===== src/rtl/micro_tlb_pkg.sv =====
// Shared types and default widths for the micro-TLB.
package micro_tlb_pkg;

  localparam int UTLB_ENTRIES = 4;
  localparam int UTLB_VPN_W   = 20;
  localparam int UTLB_PFN_W   = 20;
  localparam int UTLB_ASID_W  = 8;

  typedef enum logic [1:0] {
    UTLB_IDLE   = 2'd0,
    UTLB_REFILL = 2'd1,
    UTLB_RESP   = 2'd2
  } utlb_state_t;

endpackage


===== src/rtl/micro_tlb_if.sv =====
// Core-side lookup port plus main-TLB refill port of one micro-TLB instance.
interface micro_tlb_if #(
  parameter int VPN_W  = micro_tlb_pkg::UTLB_VPN_W,
  parameter int PFN_W  = micro_tlb_pkg::UTLB_PFN_W,
  parameter int ASID_W = micro_tlb_pkg::UTLB_ASID_W
);
  // Lookup: a request is taken on a cycle where req_valid && req_ready; the
  // requester keeps vpn/asid stable that cycle. resp_valid is a single-cycle
  // strobe with no backpressure. Refill: mtlb_req stays high with a stable
  // mtlb_vpn until the cycle mtlb_ack is seen with the result fields.
  logic              req_valid;
  logic              req_ready;
  logic [VPN_W-1:0]  req_vpn;
  logic [ASID_W-1:0] req_asid;

  logic              resp_valid;
  logic              resp_hit;
  logic              resp_v;
  logic              resp_d;
  logic              resp_c;
  logic              resp_err;
  logic [PFN_W-1:0]  resp_pfn;

  logic              mtlb_req;
  logic [VPN_W-1:0]  mtlb_vpn;
  logic              mtlb_ack;
  logic              mtlb_hit;
  logic              mtlb_v;
  logic              mtlb_d;
  logic              mtlb_c;
  logic              mtlb_g;
  logic              mtlb_err;
  logic [PFN_W-1:0]  mtlb_pfn;

  logic              flush;

  modport slave (
    input  req_valid, req_vpn, req_asid,
    output req_ready,
    output resp_valid, resp_hit, resp_v, resp_d, resp_c, resp_err, resp_pfn,
    output mtlb_req, mtlb_vpn,
    input  mtlb_ack, mtlb_hit, mtlb_v, mtlb_d, mtlb_c, mtlb_g, mtlb_err, mtlb_pfn,
    input  flush
  );

  modport master (
    output req_valid, req_vpn, req_asid,
    input  req_ready,
    input  resp_valid, resp_hit, resp_v, resp_d, resp_c, resp_err, resp_pfn,
    input  mtlb_req, mtlb_vpn,
    output mtlb_ack, mtlb_hit, mtlb_v, mtlb_d, mtlb_c, mtlb_g, mtlb_err, mtlb_pfn,
    output flush
  );

endinterface


===== src/rtl/micro_tlb_victim_sel.sv =====
// Picks the slot to overwrite on install: lowest-index free slot, else the RR pointer.
module micro_tlb_victim_sel #(
  parameter int ENTRIES = 4,
  parameter int IDX_W   = $clog2(ENTRIES)
) (
  input  logic [ENTRIES-1:0] valid_i,
  input  logic [IDX_W-1:0]   rr_i,
  output logic [IDX_W-1:0]   victim_o,
  output logic               evict_o
);

  always_comb begin
    victim_o = rr_i;
    for (int i = ENTRIES - 1; i >= 0; i--) begin
      if (!valid_i[i]) victim_o = IDX_W'(i);
    end
  end

  // Only a full table forces a valid slot out.
  assign evict_o = &valid_i;

endmodule


===== src/rtl/micro_tlb.sv =====
// Fully-associative micro-TLB with ASID/global tagging, main-TLB refill and flush.
module micro_tlb
  import micro_tlb_pkg::*;
#(
  parameter int ENTRIES = UTLB_ENTRIES,
  parameter int VPN_W   = UTLB_VPN_W,
  parameter int PFN_W   = UTLB_PFN_W,
  parameter int ASID_W  = UTLB_ASID_W
) (
  input  logic        clk,
  input  logic        reset,
  micro_tlb_if.slave  bus,
  output utlb_state_t state_o
);

  localparam int IDX_W = $clog2(ENTRIES);

  typedef struct packed {
    logic [VPN_W-1:0]  vpn;
    logic [ASID_W-1:0] asid;
    logic              g;
    logic [PFN_W-1:0]  pfn;
    logic              d;
    logic              c;
  } slot_t;

  utlb_state_t       state_q, state_d;
  logic [ENTRIES-1:0] valid_q;
  slot_t             slot_q [ENTRIES];
  logic [IDX_W-1:0]  rr_q;
  logic              flush_pending_q;
  logic [VPN_W-1:0]  lat_vpn_q;
  logic [ASID_W-1:0] lat_asid_q;

  logic              resp_valid_q, resp_hit_q, resp_v_q, resp_d_q, resp_c_q, resp_err_q;
  logic [PFN_W-1:0]  resp_pfn_q;

  logic [ENTRIES-1:0] match;
  logic [IDX_W-1:0]  hit_idx;
  logic              lookup_hit;
  logic              install;
  logic [IDX_W-1:0]  victim;
  logic              evict;

  always_comb begin
    match = '0;
    for (int i = 0; i < ENTRIES; i++) begin
      match[i] = valid_q[i] && (slot_q[i].vpn == bus.req_vpn) &&
                 (slot_q[i].g || (slot_q[i].asid == bus.req_asid));
    end
  end

  always_comb begin
    hit_idx = '0;
    for (int i = ENTRIES - 1; i >= 0; i--) begin
      if (match[i]) hit_idx = IDX_W'(i);
    end
  end

  // A flush in the same cycle as a request turns the lookup into a miss.
  assign lookup_hit = bus.req_valid && (|match) && !bus.flush;

  assign install = (state_q == UTLB_REFILL) && bus.mtlb_ack && bus.mtlb_hit &&
                   bus.mtlb_v && !bus.mtlb_err && !flush_pending_q && !bus.flush;

  micro_tlb_victim_sel #(.ENTRIES(ENTRIES), .IDX_W(IDX_W)) u_victim (
    .valid_i  (valid_q),
    .rr_i     (rr_q),
    .victim_o (victim),
    .evict_o  (evict)
  );

  always_ff @(posedge clk or posedge reset) begin
    if (reset) state_q <= UTLB_IDLE;
    else       state_q <= state_d;
  end

  always_comb begin
    state_d = state_q;
    case (state_q)
      UTLB_IDLE:   if (bus.req_valid && !lookup_hit) state_d = UTLB_REFILL;
      UTLB_REFILL: if (bus.mtlb_ack) state_d = UTLB_RESP;
      UTLB_RESP:   state_d = UTLB_IDLE;
      default:     state_d = UTLB_IDLE;
    endcase
  end

  assign state_o       = state_q;
  assign bus.req_ready = (state_q == UTLB_IDLE);
  assign bus.mtlb_req  = (state_q == UTLB_REFILL);
  assign bus.mtlb_vpn  = lat_vpn_q;

  always_ff @(posedge clk or posedge reset) begin
    if (reset) begin
      valid_q <= '0;
      rr_q    <= '0;
    end else if (bus.flush) begin
      valid_q <= '0;
    end else if (install) begin
      valid_q[victim] <= 1'b1;
      if (evict) rr_q <= rr_q + 1'b1;
    end
  end

  always_ff @(posedge clk) begin
    if (install) begin
      slot_q[victim] <= '{vpn: lat_vpn_q, asid: lat_asid_q, g: bus.mtlb_g,
                          pfn: bus.mtlb_pfn, d: bus.mtlb_d, c: bus.mtlb_c};
    end
  end

  // A flush seen while waiting on the main TLB must stop the stale result being cached.
  always_ff @(posedge clk or posedge reset) begin
    if (reset)                                       flush_pending_q <= 1'b0;
    else if (state_q == UTLB_RESP)                   flush_pending_q <= 1'b0;
    else if (state_q == UTLB_REFILL && bus.flush)    flush_pending_q <= 1'b1;
  end

  always_ff @(posedge clk or posedge reset) begin
    if (reset) begin
      lat_vpn_q  <= '0;
      lat_asid_q <= '0;
    end else if (state_q == UTLB_IDLE && bus.req_valid) begin
      lat_vpn_q  <= bus.req_vpn;
      lat_asid_q <= bus.req_asid;
    end
  end

  always_ff @(posedge clk or posedge reset) begin
    if (reset) begin
      resp_valid_q <= 1'b0;
      resp_hit_q   <= 1'b0;
      resp_v_q     <= 1'b0;
      resp_d_q     <= 1'b0;
      resp_c_q     <= 1'b0;
      resp_err_q   <= 1'b0;
      resp_pfn_q   <= '0;
    end else begin
      resp_valid_q <= 1'b0;
      if (state_q == UTLB_IDLE && lookup_hit) begin
        resp_valid_q <= 1'b1;
        resp_hit_q   <= 1'b1;
        resp_v_q     <= 1'b1;
        resp_d_q     <= slot_q[hit_idx].d;
        resp_c_q     <= slot_q[hit_idx].c;
        resp_err_q   <= 1'b0;
        resp_pfn_q   <= slot_q[hit_idx].pfn;
      end else if (state_q == UTLB_REFILL && bus.mtlb_ack) begin
        resp_valid_q <= 1'b1;
        resp_hit_q   <= bus.mtlb_hit;
        resp_v_q     <= bus.mtlb_v;
        resp_d_q     <= bus.mtlb_d;
        resp_c_q     <= bus.mtlb_c;
        resp_err_q   <= bus.mtlb_err;
        resp_pfn_q   <= bus.mtlb_pfn;
      end
    end
  end

  assign bus.resp_valid = resp_valid_q;
  assign bus.resp_hit   = resp_hit_q;
  assign bus.resp_v     = resp_v_q;
  assign bus.resp_d     = resp_d_q;
  assign bus.resp_c     = resp_c_q;
  assign bus.resp_err   = resp_err_q;
  assign bus.resp_pfn   = resp_pfn_q;

  a_single_match: assert property (@(posedge clk) disable iff (reset) $onehot0(match));

endmodule


===== src/flat_wrapper.sv =====
// flat-port wrapper written by rule: the top's interface ports become plain ports
module micro_tlb_flat import micro_tlb_pkg::*;
#(
  parameter int ENTRIES = UTLB_ENTRIES,
  parameter int VPN_W   = UTLB_VPN_W,
  parameter int PFN_W   = UTLB_PFN_W,
  parameter int ASID_W  = UTLB_ASID_W
)
  (clk, reset, state_o, bus_req_valid, bus_req_vpn, bus_req_asid, bus_req_ready, bus_resp_valid, bus_resp_hit, bus_resp_v, bus_resp_d, bus_resp_c, bus_resp_err, bus_resp_pfn, bus_mtlb_req, bus_mtlb_vpn, bus_mtlb_ack, bus_mtlb_hit, bus_mtlb_v, bus_mtlb_d, bus_mtlb_c, bus_mtlb_g, bus_mtlb_err, bus_mtlb_pfn, bus_flush);
  micro_tlb_if #(.VPN_W(VPN_W), .PFN_W(PFN_W), .ASID_W(ASID_W)) bus_i ();
  input  logic clk;
  input  logic reset;
  output utlb_state_t state_o;
  input wire logic [$bits(bus_i.req_valid)-1:0] bus_req_valid;
  input wire logic [$bits(bus_i.req_vpn)-1:0] bus_req_vpn;
  input wire logic [$bits(bus_i.req_asid)-1:0] bus_req_asid;
  output wire logic [$bits(bus_i.req_ready)-1:0] bus_req_ready;
  output wire logic [$bits(bus_i.resp_valid)-1:0] bus_resp_valid;
  output wire logic [$bits(bus_i.resp_hit)-1:0] bus_resp_hit;
  output wire logic [$bits(bus_i.resp_v)-1:0] bus_resp_v;
  output wire logic [$bits(bus_i.resp_d)-1:0] bus_resp_d;
  output wire logic [$bits(bus_i.resp_c)-1:0] bus_resp_c;
  output wire logic [$bits(bus_i.resp_err)-1:0] bus_resp_err;
  output wire logic [$bits(bus_i.resp_pfn)-1:0] bus_resp_pfn;
  output wire logic [$bits(bus_i.mtlb_req)-1:0] bus_mtlb_req;
  output wire logic [$bits(bus_i.mtlb_vpn)-1:0] bus_mtlb_vpn;
  input wire logic [$bits(bus_i.mtlb_ack)-1:0] bus_mtlb_ack;
  input wire logic [$bits(bus_i.mtlb_hit)-1:0] bus_mtlb_hit;
  input wire logic [$bits(bus_i.mtlb_v)-1:0] bus_mtlb_v;
  input wire logic [$bits(bus_i.mtlb_d)-1:0] bus_mtlb_d;
  input wire logic [$bits(bus_i.mtlb_c)-1:0] bus_mtlb_c;
  input wire logic [$bits(bus_i.mtlb_g)-1:0] bus_mtlb_g;
  input wire logic [$bits(bus_i.mtlb_err)-1:0] bus_mtlb_err;
  input wire logic [$bits(bus_i.mtlb_pfn)-1:0] bus_mtlb_pfn;
  input wire logic [$bits(bus_i.flush)-1:0] bus_flush;
  assign bus_i.req_valid = bus_req_valid;
  assign bus_i.req_vpn = bus_req_vpn;
  assign bus_i.req_asid = bus_req_asid;
  assign bus_req_ready = bus_i.req_ready;
  assign bus_resp_valid = bus_i.resp_valid;
  assign bus_resp_hit = bus_i.resp_hit;
  assign bus_resp_v = bus_i.resp_v;
  assign bus_resp_d = bus_i.resp_d;
  assign bus_resp_c = bus_i.resp_c;
  assign bus_resp_err = bus_i.resp_err;
  assign bus_resp_pfn = bus_i.resp_pfn;
  assign bus_mtlb_req = bus_i.mtlb_req;
  assign bus_mtlb_vpn = bus_i.mtlb_vpn;
  assign bus_i.mtlb_ack = bus_mtlb_ack;
  assign bus_i.mtlb_hit = bus_mtlb_hit;
  assign bus_i.mtlb_v = bus_mtlb_v;
  assign bus_i.mtlb_d = bus_mtlb_d;
  assign bus_i.mtlb_c = bus_mtlb_c;
  assign bus_i.mtlb_g = bus_mtlb_g;
  assign bus_i.mtlb_err = bus_mtlb_err;
  assign bus_i.mtlb_pfn = bus_mtlb_pfn;
  assign bus_i.flush = bus_flush;
  micro_tlb #(.ENTRIES(ENTRIES), .VPN_W(VPN_W), .PFN_W(PFN_W), .ASID_W(ASID_W)) u_core (.clk(clk), .reset(reset), .bus(bus_i), .state_o(state_o));
endmodule

===== config.mk =====
export PLATFORM = sky130hd
export DESIGN_NAME = micro_tlb_flat
export DESIGN_NICKNAME = d
export VERILOG_FILES = /design/src/rtl/micro_tlb_pkg.sv /design/src/rtl/micro_tlb_if.sv /design/src/rtl/micro_tlb_victim_sel.sv /design/src/rtl/micro_tlb.sv /design/src/flat_wrapper.sv
export SDC_FILE = /design/constraint.sdc
export NUM_CORES = 1
export LEC_CHECK = 0
export CAP_MARGIN = 20
export CELL_PAD_IN_SITES_DETAIL_PLACEMENT = 1
export CELL_PAD_IN_SITES_GLOBAL_PLACEMENT = 2
export CORE_ASPECT_RATIO = 0.5
export CORE_MARGIN = 3
export CORE_UTILIZATION = 44
export CTS_CLUSTER_DIAMETER = 60
export DETAILED_ROUTE_END_ITERATION = 10
export PLACE_DENSITY = 0.85
export SYNTH_ARGS = -nofsm -noshare
export SYNTH_HDL_FRONTEND = slang
export SYNTH_SLANG_ARGS = --single-unit

===== constraint.sdc =====
create_clock -name clk -period 8.1 [get_ports clk]
set_input_delay 0.81 -clock clk [delete_from_list [all_inputs] [get_ports clk]]
set_output_delay 0.81 -clock clk [all_outputs]
set_load 0.01 [all_outputs]

# Word-level counts from Yosys, hierarchy flattened
# Memories as Yosys holds them, arrays and structs flattened.
# Cells that the tools add are included.
word_totals:
  ff_bits: 63
  out_inout_bits: 50
  mem_count: 1
  inputBits: 59
  elab_cells: 100
  latchBits: 0
  romBits: 0
  ramBits: 204
op_classes:
  n_shift: 0
  muxes: 33
  n_reduce_logical: 36
  div: 0
  n_addsub: 1
  bitwise: 2
  mul: 0
  order_cmp: 2
  n_eq_ne: 12
mem_list:
  columns: ["name", "depth", "word_bits", "read_ports", "rd_ports_with_merged_regs", "wr", "line_no", "rtl"]
  rows:
  - ["u_core.slot_q", 4, 51, 5, 0, 1, "micro_tlb.sv:29", "slot_t slot_q [ENTRIES];"]
op_table:
  columns: ["operator", "count"]
  rows:
  - ["$eq A20 B20 Y1", 4]
  - ["$mux W20", 2]
  - ["$eq A8 B8 Y1", 4]
  - ["$logic_and A1 B1 Y1", 21]
  - ["$mux W2", 10]
  - ["$mux W1", 17]
  - ["$mux W4", 2]
  - ["$reduce_and A6 Y1", 1]
  - ["$reduce_bool A2 Y1", 3]
  - ["$logic_not A1 Y1", 4]
  - ["$logic_or A1 B1 Y1", 4]
  - ["$ne A2 B1 Y1 const B", 2]
  - ["$or A4 B4 Y4", 1]
  - ["$pmux W2 S2", 1]
  - ["$reduce_or A4 Y1", 1]
  - ["$lt A2 B3 Y1 const B", 1]
  - ["$add A2 B1 Y2 const B", 1]
  - ["$demux W1 S2", 1]
  - ["$eq A2 B1 Y1 const B", 1]
  - ["$eq A2 B2 Y1 const B", 1]
  - ["$ge A2 B1 Y1 const B", 1]
  - ["$logic_not A2 Y1", 1]
  - ["$reduce_and A2 Y1", 1]
  - ["$not A1 Y1", 1]

# Logic depth before layout (Yosys ltp)
# Gate-level depths: netlist (run 1).
depth:
  depth_word: 11
  mapped_depth: 11

# By module
# A second synthesis (run 1) with hierarchy kept.
hier_totals:
  cells_unflattened: 698
  area_unflattened_um2: 10890.4
by_module_without_submodules:
  columns: ["mod", "n_inst", "area_per_inst_um2", "cells_per_inst"]
  rows:
  - ["micro_tlb", 1, 10849.2, 691]
  - ["micro_tlb_victim_sel", 1, 41.3, 7]

# Worst setup path before layout (run 1)
# Ideal clock, no wire load.
synth_path:
  kind: "register to register"
  from: "register u_core.state_q[0] (netlist: u_core.state_o[0])"
  to: "memory u_core.slot_q[0][0] (netlist bit) (enable)"
  required_time_ps: 7623
  n_path_buf: 0
  path_slack_ps: 3857
  t_arrival_ps: 3766
  path_stages_with_launch: 6
  cell_sequence: "dfrtp_1 nor2b_1 nand2_1 nor2_1 nand2_1 a21oi_1"
synth_between:
  elab_chain_cells: 9
synth_lines:
  columns: ["element", "line_no", "rtl"]
  rows:
  - ["start, declared", "micro_tlb.sv:27", "utlb_state_t state_q, state_d;"]
  - ["start signal, assigned", "micro_tlb.sv:75", "else state_q <= state_d;"]
  - ["$eq A2 B1 Y1", null, null]
  - ["named net bus_mtlb_req", "flat_wrapper.sv:25", "output wire logic [$bits(bus_i.mtlb_req)-1:0] bus_mtlb_req;"]
  - ["$logic_and A1 B1 Y1 (3 in a row)", "micro_tlb.sv:63", "assign install = (state_q == UTLB_REFILL) && bus.mtlb_ack && bus.mtlb_hit &&"]
  - ["$logic_and A1 B1 Y1 (3 in a row)", "micro_tlb.sv:64", "bus.mtlb_v && !bus.mtlb_err && !flush_pending_q && !bus.flush;"]
  - ["$mux W1", "micro_tlb.sv:106", "if (install) begin"]
  - ["$mux W1 (implied by the code)", "micro_tlb.sv:107", "slot_q[victim] <= '{vpn: lat_vpn_q, asid: lat_asid_q, g: bus.mtlb_g,"]
  - ["end, declared", "micro_tlb.sv:29", null]
# The timed path passes the listed nets, and every way through them passes these cells.

# Worst setup path after layout (run 1)
layout_path:
  from: "input bus_req_vpn[7]"
  to: "register u_core.resp_pfn_q[13] (netlist: u_core.bus.resp_pfn[13])"
layout_between:
  elab_chain_cells: 9
  word_cells_on_any_way: 23
  cone_classes: "4 x eq/ne; 5 x mux; 13 x reduce/logical; 1 x memory"
layout_lines:
  columns: ["element", "line_no", "rtl"]
  rows:
  - ["start, declared", "flat_wrapper.sv:15", "input wire logic [$bits(bus_i.req_vpn)-1:0] bus_req_vpn;"]
  - ["$eq A20 B20 Y1", "micro_tlb.sv:48", "match[i] = valid_q[i] && (slot_q[i].vpn == bus.req_vpn) &&"]
  - ["$logic_and A1 B1 Y1 (2 in a row)", "micro_tlb.sv:48", null]
  - ["$mux W2 (4 in a row)", "micro_tlb.sv:56", "if (match[i]) hit_idx = IDX_W'(i);"]
  - ["$mem_v2 Z4 W51", null, null]
  - ["$mux W20", "micro_tlb.sv:140", "if (state_q == UTLB_IDLE && lookup_hit) begin"]
  - ["end signal, assigned", "micro_tlb.sv:147", "resp_pfn_q <= slot_q[hit_idx].pfn;"]
  - ["end signal, assigned", "micro_tlb.sv:155", "resp_pfn_q <= bus.mtlb_pfn;"]
  - ["end, declared", "micro_tlb.sv:36", "logic [PFN_W-1:0] resp_pfn_q;"]
# Parallel ways exist; a longest one is shown, timed or not.
# A chain may end at the register's enable or synchronous reset.

==> results by group, run 1 <==
Run status
  – Outcome: finished, final reports clean

Route
  – WL final: between 20 and 30 mm
  – Initial detailed-routing violation count: between 400 and 500
  – Drc violations: 0
  – Number of iterations in the first detailed-routing pass: 4
  – Vias/cell: 5.40
  – Via count: roughly 6k
  – Post-DR wirelength/cell: approximately 23 um
  – Antenna-violating nets left: 0

Synthesis
  – Syn Inst Count: 695
  – Mapped Area: around 11,000 sq um
  – Top cells by area, synth: edfxtp_1 (56%), dfrtp_1 (15%), xor2_1 (8.5%), mux2_2 (2.9%), o221ai_2 (2.2%)
  – Top_reg_cell synth: edfxtp_1
  – Post-synth top area share: about 56%
  – Mean area per synthesized cell: between 15 and 20 sq um
  – Asr flop ratio synth: between 20% and 30%
  – Synth Net Count: between 700 and 800
  – Register area share after synthesis: around 70%
  – YS warnings: 0
  – Post-synth EDFFs: about 200
  – Post-synth top area cell: edfxtp_1
  – Post-synthesis cell type count: 41
  – Seq cells post-synth: 267

Die
  – Die area: approximately 27,000 sq um
  – Core area: around 24,000 sq um
  – I/O pin count: about 110
  – Starting Density: between 40% and 50%
  – Chip Width: between 200 and 250 um
  – Row Count: 39
  – DIE HEIGHT: roughly 120 um

Power and ir drop
  – Worst VDD drop: approximately 0.00014 V
  – Final Total Pwr: between 3 and 4 mW
  – Gate power share: between 10% and 20%
  – Int Power: 2.67 mW
  – Leak: 4.48 nW
  – Pwr per Cell Area: approximately 280 nW/um^2
  – Switching Share: 25.5%
  – Reg power frac: between 50 and 60%
  – Clock power share: around a third
  – Psw: roughly 910 uW

Placed design
  – # port buffers: 108
  – DP Wirelength: roughly 16 mm
  – RD Place Congestion: 0.771

Setup path
  – Critical path endpoint category: flip-flop
  – Crit Reg-Reg Startpoint: u_core.slot_q[2][38]$_DFFE_PP_
  – Max stage delay on crit path: roughly 0.7 ns
  – CP bufs+invs: 3
  – CP Launch Type: input pin
  – Setup crit end: u_core.bus.resp_pfn[13]$_DFFE_PP0P_
  – Critical Path Stages: 11
  – Reg2Reg Depth: 10
  – Worst-path cell chain: clkdlybuf4s50_1 -> xor2_1 -> nor4_1 -> nand4_1 -> nor4_1 -> o21ai_1 -> buf_4 -> and2_0 -> buf_4 -> a211oi_1 -> o21ai_1
  – R2R Setup Slk: between 4 and 5 ns
  – Crit Path Class: in2reg
  – Crit path required time: between 8 and 9 ns
  – Crit path from: bus_req_vpn[7]
  – Slowest cell on crit path: nor4_1
  – Top cell family by delay on the critical path: simple AND/OR/NAND/NOR gates
  – Crit-path max FO: 23
  – Worst reg2reg path endpoint: u_core.bus.resp_pfn[13]$_DFFE_PP0P_
  – CP Data Arrival Time: ~4.6 ns

Clock network
  – CTS tree: built
  – Worst skew pair latency: roughly 0.53 ns
  – Clk sink count: 267
  – H-tree Lvls: 1
  – CTS buffer count: 24
  – Max Root-Sink Buffers: 3
  – Post_cts resized: 0
  – Worst-path clk slew: roughly 0.07 ns
  – Hold_buf cts: 0
  – Post-CTS Setup Bufs: 0
  – Root Buffer: clkbuf_16

STA
  – Least-Margin Pin Slew: slightly above 1 ns
  – Setup TNS: 0 ns
  – Slew margin rel.: about a third
  – RSZ-0062 raised after global routing: false
  – Endpoints failing hold: 0
  – Fmax achieved: ~0.24 GHz
  – Tmin final: between 4 and 5 ns
  – Final worst clock skew: 0.0110 ns
  – Fin crit share: 51.2%
  – Fin. max-slew vios: 0
  – Final Setup Violations: 0

Global route
  – Overall routing resource usage: between 10% and 20%
  – Initial antenna violation count: 1
  – Gr ovfl total: 0
  – Vias in the first global route: between 6k and 7k
  – Largest net degree at the start of global routing: 64
  – Global-route wire length before repair: 40.2 mm

Flow run
  – Number of max-cap violations: 0

Finish
  – FF/Latch Area: between 7000 and 8000 sq um
  – Core Util, Final: 55.4%
  – Layout area overhead: 20.0%
  – Multi-input combinational cell area: 2920 sq um
  – Layout cells sized above 1: roughly an eighth
  – Fillers: between 2k and 2.5k
  – Final net count: 850

Hold path
  – Worst Hold Class: reg2reg
## Yosys cell counts, types with 3 or more instances
| cell | instances |
|---|---|
| edfxtp_1 | 204 |
| xor2_1 | 105 |
| dfrtp_1 | 63 |
| nand2_1 | 40 |
| mux2_2 | 28 |
| nor4_1 | 25 |
| clkbuf_1 | 24 |
| buf_2 | 23 |
| a211oi_1 | 22 |
| a21boi_0 | 22 |
| a2bb2oi_1 | 22 |
| o21ai_1 | 22 |
| o221ai_2 | 16 |
| xnor2_1 | 9 |
| a21oi_1 | 8 |
| inv_1 | 6 |
| nor2_1 | 6 |
| o221ai_1 | 6 |
| nand4_1 | 5 |
| nor3_1 | 4 |
| o21ai_0 | 4 |
| nand3_1 | 3 |
| nor2b_1 | 3 |
| o22ai_1 | 3 |
## cell families (layout without fill, tap and decap cells)
family | count (synthesis) | after routing | share of synthesized area [%]
flip-flops | 267 | 267 | 70.9
AO/OA/AOI/OAI | 129 | 129 | 9.84
other | 0 | 1 | 0
buffers and inverters | 59 | 173 | 2.55
multiplexers | 28 | 28 | 2.90
AND/OR/NAND/NOR | 98 | 98 | 4.62
XOR/XNOR | 114 | 114 | 9.19
## final cells by class
cell class,instances,area share (%)
Antenna cell,1,0.0192
Sequential cell,267,59.1
Multi-Input combinational cell,369,22.4
Tap cell,328,3.15
Inverter,7,0.202
Timing Repair Buffer,122,9.10
Clock inverter,11,0.845
Clock buffer,33,5.18
## how the worst min path moves through the flow
stage	to	from	slack, ns	cells past startpoint
2_1_floorplan	u_core.rr_q[1]$_DFFE_PP0P_	u_core.rr_q[1]$_DFFE_PP0P_	0.45	1
3_3_place_gp	u_core.rr_q[1]$_DFFE_PP0P_	u_core.rr_q[1]$_DFFE_PP0P_	0.47	1
3_5_place_dp	u_core.bus.resp_hit$_DFFE_PP0P_	u_core.bus.resp_hit$_DFFE_PP0P_	0.49	2
4_1_cts	u_core.bus.resp_hit$_DFFE_PP0P_	u_core.bus.resp_hit$_DFFE_PP0P_	0.51	2
5_1_grt	u_core.rr_q[0]$_DFFE_PP0P_	u_core.rr_q[0]$_DFFE_PP0P_	0.53	1
6_report	u_core.bus.resp_hit$_DFFE_PP0P_	u_core.bus.resp_hit$_DFFE_PP0P_	0.50	2
## registers in the layout, indices dropped and copies added, names as in the netlist
signal                  count
u_core.bus.resp_pfn        20
u_core.valid_q              4
u_core.rr_q                 2
u_core.bus.mtlb_vpn        20
u_core.bus.resp_v           1
u_core.bus.resp_c           1
u_core.slot_q             204
u_core.bus.resp_hit         1
u_core.bus.resp_valid       1
u_core.state_o              2
u_core.bus.resp_d           1
u_core.flush_pending_q      1
u_core.bus.resp_err         1
u_core.lat_asid_q           8
## worst reg2reg max path: stages (launching register included)
cell and delay, ns:
edfxtp_1 0.38, xor2_1 0.17, nor4_1 0.42, nand4_1 0.33
nor4_1 0.70, o21ai_1 0.13, buf_4 0.24, and2_0 0.39
buf_4 0.31, a211oi_1 0.29, o21ai_1 0.11
## cell usage in the layout (no fill, tap or decap), types with 4 or more instances in the layout
master / n
dfrtp_1: 63
nand4_1: 5
clkbuf_1: 6
buf_4: 14
nand2_1: 40
nor4_1: 25
inv_1: 5
clkinv_2: 4
a211oi_1: 22
xnor2_1: 9
a21oi_1: 7
mux2_2: 28
clkbuf_16: 25
nor3_1: 4
xor2_1: 105
o221ai_2: 16
clkdlybuf4s50_1: 108
nor2_1: 4
o221ai_1: 6
a2bb2oi_1: 22
o21ai_1: 23
a21boi_0: 22
edfxtp_1: 204
## per-stage QoR
stage / area (sq um) / worst slack, ns / instances / hold WS, ns
6_report: 13000 / 3.95 / 1138 / 0.500
3_3_place_gp: 12200 / 3.65 / 1093 / 0.471
4_1_cts: 13000 / 3.91 / 1137 / 0.508
3_5_place_dp: 12200 / 3.38 / 1093 / 0.492
5_1_grt: 13000 / 3.77 / 1138 / 0.526
2_1_floorplan: 10900 / 3.86 / 695 / 0.445
## routing by layer
layer	vias up	GRT usage (%)	routed length, um
met5	-	0	0
met4	0	4.32	409
met3	36	3.51	944
met2	112	33.9	12600
met1	3204	26.6	12000
li1	2798	-	-
## power by group through the flow
stage / Combinational (mW) / Clock (mW) / Sequential, mW
after floorplan: 0.227 / 0 / 1.86
after global placement: 0.595 / 0 / 1.85
after detailed placement: 0.613 / 0 / 1.86
after CTS: 0.617 / 1.18 / 1.84
after global routing: 0.655 / 1.23 / 1.86
final: 0.608 / 1.15 / 1.83
Note: power is estimated with default switching activity, not from simulation.
==> inputs of run 2 (changes only) <==
- CORE_UTILIZATION: 44 -> 37
- PLACE_DENSITY: 0.85 -> 0.76
- clock period: 8.1 -> 3.6 ns (I/O delays scaled with it)
==> run 2 against run 1 <==
  * Clock-buffer cell count did not move
  * First-iteration DRC count rose by 0.90%
  * Worst setup slack got worse by 3.5 ns
  * Combinational power rose by 130%
  * Total power rose by 130%
  * Worst hold slack got worse by 0.24 ns
  * Non-clock buffer count rose by 17
  * Clock power rose by 120%
==> results by group, run 2 (synthesized netlist as in run 1, its figures left out) <==
Run status
  – Outcome: finished, final reports clean

Setup path
  – Crit path from: bus_req_vpn[5]
  – Setup crit end: u_core.bus.resp_pfn[12]$_DFFE_PP0P_
  – Slowest cell on crit path: clkdlybuf4s50_1
  – Crit Path Class: in2reg
  – CP Data Arrival Time: approximately 3.6 ns
  – Reg2Reg Depth: 9
  – Worst-path cell chain: clkdlybuf4s50_1 -> xor2_1 -> nor4_1 -> nand4_1 -> or3_1 -> o41a_4 -> a2111oi_4 -> buf_4 -> a2bb2oi_1 -> o21ai_1
  – Crit path required time: around 4 ns
  – Critical path endpoint category: flip-flop
  – R2R Setup Slk: roughly 0.47 ns
  – Crit-path max FO: 18
  – Worst reg2reg path endpoint: u_core.bus.resp_pfn[12]$_DFFE_PP0P_
  – Crit Reg-Reg Startpoint: u_core.slot_q[3][36]$_DFFE_PP_
  – Max stage delay on crit path: 0.55 ns
  – CP Launch Type: input pin

Clock network
  – Max Root-Sink Buffers: 3
  – Post-CTS Setup Bufs: 0
  – Worst skew pair latency: roughly 0.54 ns
  – Clk sink count: approximately 270
  – H-tree Lvls: 1
  – CTS buffer count: 25
  – Hold_buf cts: 0
  – Post_cts resized: 0
  – CTS tree: built
  – Worst-path clk slew: 0.07 ns
  – Root Buffer: clkbuf_16

Global route
  – Gr ovfl total: 0
  – Initial antenna violation count: 0
  – Overall routing resource usage: 17.5%
  – Global-route wire length before repair: approximately 42 mm
  – Vias in the first global route: approximately 7k
  – Largest net degree at the start of global routing: 43

Finish
  – Layout cells sized above 1: between 10% and 20%
  – Commonest non-fill, non-tap cell in the layout: edfxtp_1
  – Biggest register: u_core.slot_q
  – Most frequent cells in the layout: edfxtp_1 (204), clkdlybuf4s50_1 (108), xor2_1 (105), dfrtp_1 (63), nand2_1 (40)
  – Largest register FFs: slightly above 200
  – Layout area overhead: 22.4%
  – Non-filler instance count after layout: approximately 1.2k
  – Diodes inserted: 0
  – Core Util, Final: 47.0%
  – Final net count: just under 900

Placed design
  – # port buffers: ~110
  – RD Place Congestion: about 0.74
  – Placed Instances: roughly 1.2k
  – DP Wirelength: 17.4 mm

STA
  – Final worst clock skew: 0.0142 ns
  – Slew margin rel.: roughly half
  – Endpoints failing hold: 0
  – Setup TNS: 0 ns
  – Final Setup Violations: 0
  – Fin. max-slew vios: 0
  – Least-Margin Pin Slew: slightly above 0.7 ns
  – Tmin final: ~3.2 ns
  – RSZ-0062 raised after global routing: false
  – Fin crit share: about nine tenths
  – Fmax achieved: 0.313 GHz

Route
  – Post-DR wirelength/cell: roughly 23 um
  – Number of iterations in the first detailed-routing pass: 4
  – WL final: approximately 27 mm
  – Antenna-violating nets left: 0
  – Initial detailed-routing violation count: around 450
  – Drc violations: 0
  – Via count: a little over 6k
  – Vias/cell: roughly 5.1

Power and ir drop
  – Gate power share: between 10% and 20%
  – Int Power: approximately 6.0 mW
  – Pwr per Cell Area: about 600 nW/um^2
  – Psw: 2.09 mW
  – Final Total Pwr: 8.08 mW
  – Clock power share: roughly a third
  – Leak: between 4 and 5 nW
  – Switching Share: between 20 and 30%
  – Worst VDD drop: between 0.0002 and 0.0003 V
  – Reg power frac: between 50% and 60%

Hold path
  – Worst Hold Class: in2async

Die
  – Core area: roughly 28,000 sq um
  – I/O pin count: approximately 110
  – DIE HEIGHT: 127 um
  – Row Count: 43
  – Chip Width: 248 um
  – Die area: approximately 32,000 sq um
  – Starting Density: around two fifths

Flow run
  – Number of max-cap violations: 0
run 2: changes by cell type in the layout (fill, tap and decap cells not counted), moves of 2 or more:
cell / before / now
clkinv_2: 4 / 8
clkinvlp_4: 3 / 1
buf_12: 0 / 6
buf_4: 14 / 25
run 2: through the flow:
step / setup slack [ns] / hold slack (ns) / instance area, sq um
5_1_grt: 0.222 / 0.316 / 13300
2_1_floorplan: 0.489 / 0.445 / 10900
4_1_cts: 0.408 / 0.267 / 13300
6_report: 0.406 / 0.258 / 13300
3_5_place_dp: -0.102 / 0.481 / 12500
3_3_place_gp: -0.0871 / 0.464 / 12500
run 2: how the worst min path moves through the flow:
stage | from | to | slack, ns | cells after the start
after floorplan | u_core.rr_q[1]$_DFFE_PP0P_ | u_core.rr_q[1]$_DFFE_PP0P_ | 0.45 | 1
after global placement | u_core.rr_q[1]$_DFFE_PP0P_ | u_core.rr_q[1]$_DFFE_PP0P_ | 0.46 | 1
after detailed placement | u_core.rr_q[1]$_DFFE_PP0P_ | u_core.rr_q[1]$_DFFE_PP0P_ | 0.48 | 1
after CTS | reset | u_core.lat_asid_q[0]$_DFFE_PP0P_ | 0.27 | 2
after global routing | reset | u_core.lat_asid_q[0]$_DFFE_PP0P_ | 0.32 | 2
final | reset | u_core.lat_asid_q[0]$_DFFE_PP0P_ | 0.26 | 2
run 2: metal layers:
| layer | GRT usage, % | wire length (um) | vias up |
|---|---|---|---|
| li1 | - | - | 2830 |
| met2 | 30.6 | 13700 | 102 |
| met4 | 3.24 | 396 | 0 |
| met3 | 3.10 | 1100 | 36 |
| met5 | 0 | 0 | - |
| met1 | 23.2 | 12100 | 3243 |
run 2: cell type report:
type	count	area (sq um)
clock buffer	33	686
timing repair buffer	139	1390
inverter	7	26.3
fill	2784	15000
clock inverter	13	98.8
multi-input combinational	369	2920
sequential	267	7700
tap	382	478
run 2: critical path, delay by kind of cell:
kind | cells | cell delay (ns)
xor+xnor | 1 | 0.23
compound gates | 4 | 0.93
buf+inv | 2 | 0.87
simple gates | 3 | 1.20
run 2: power groups by stage:
stage                     clock (mW)  combinational [mW]  sequential (mW)
after detailed placement           0                1.40             4.20
after floorplan                    0               0.512             4.18
after CTS                       2.63                1.41             4.15
final                           2.57                1.38             4.13
after global placement             0                1.36             4.19
after global routing            2.76                1.49             4.19
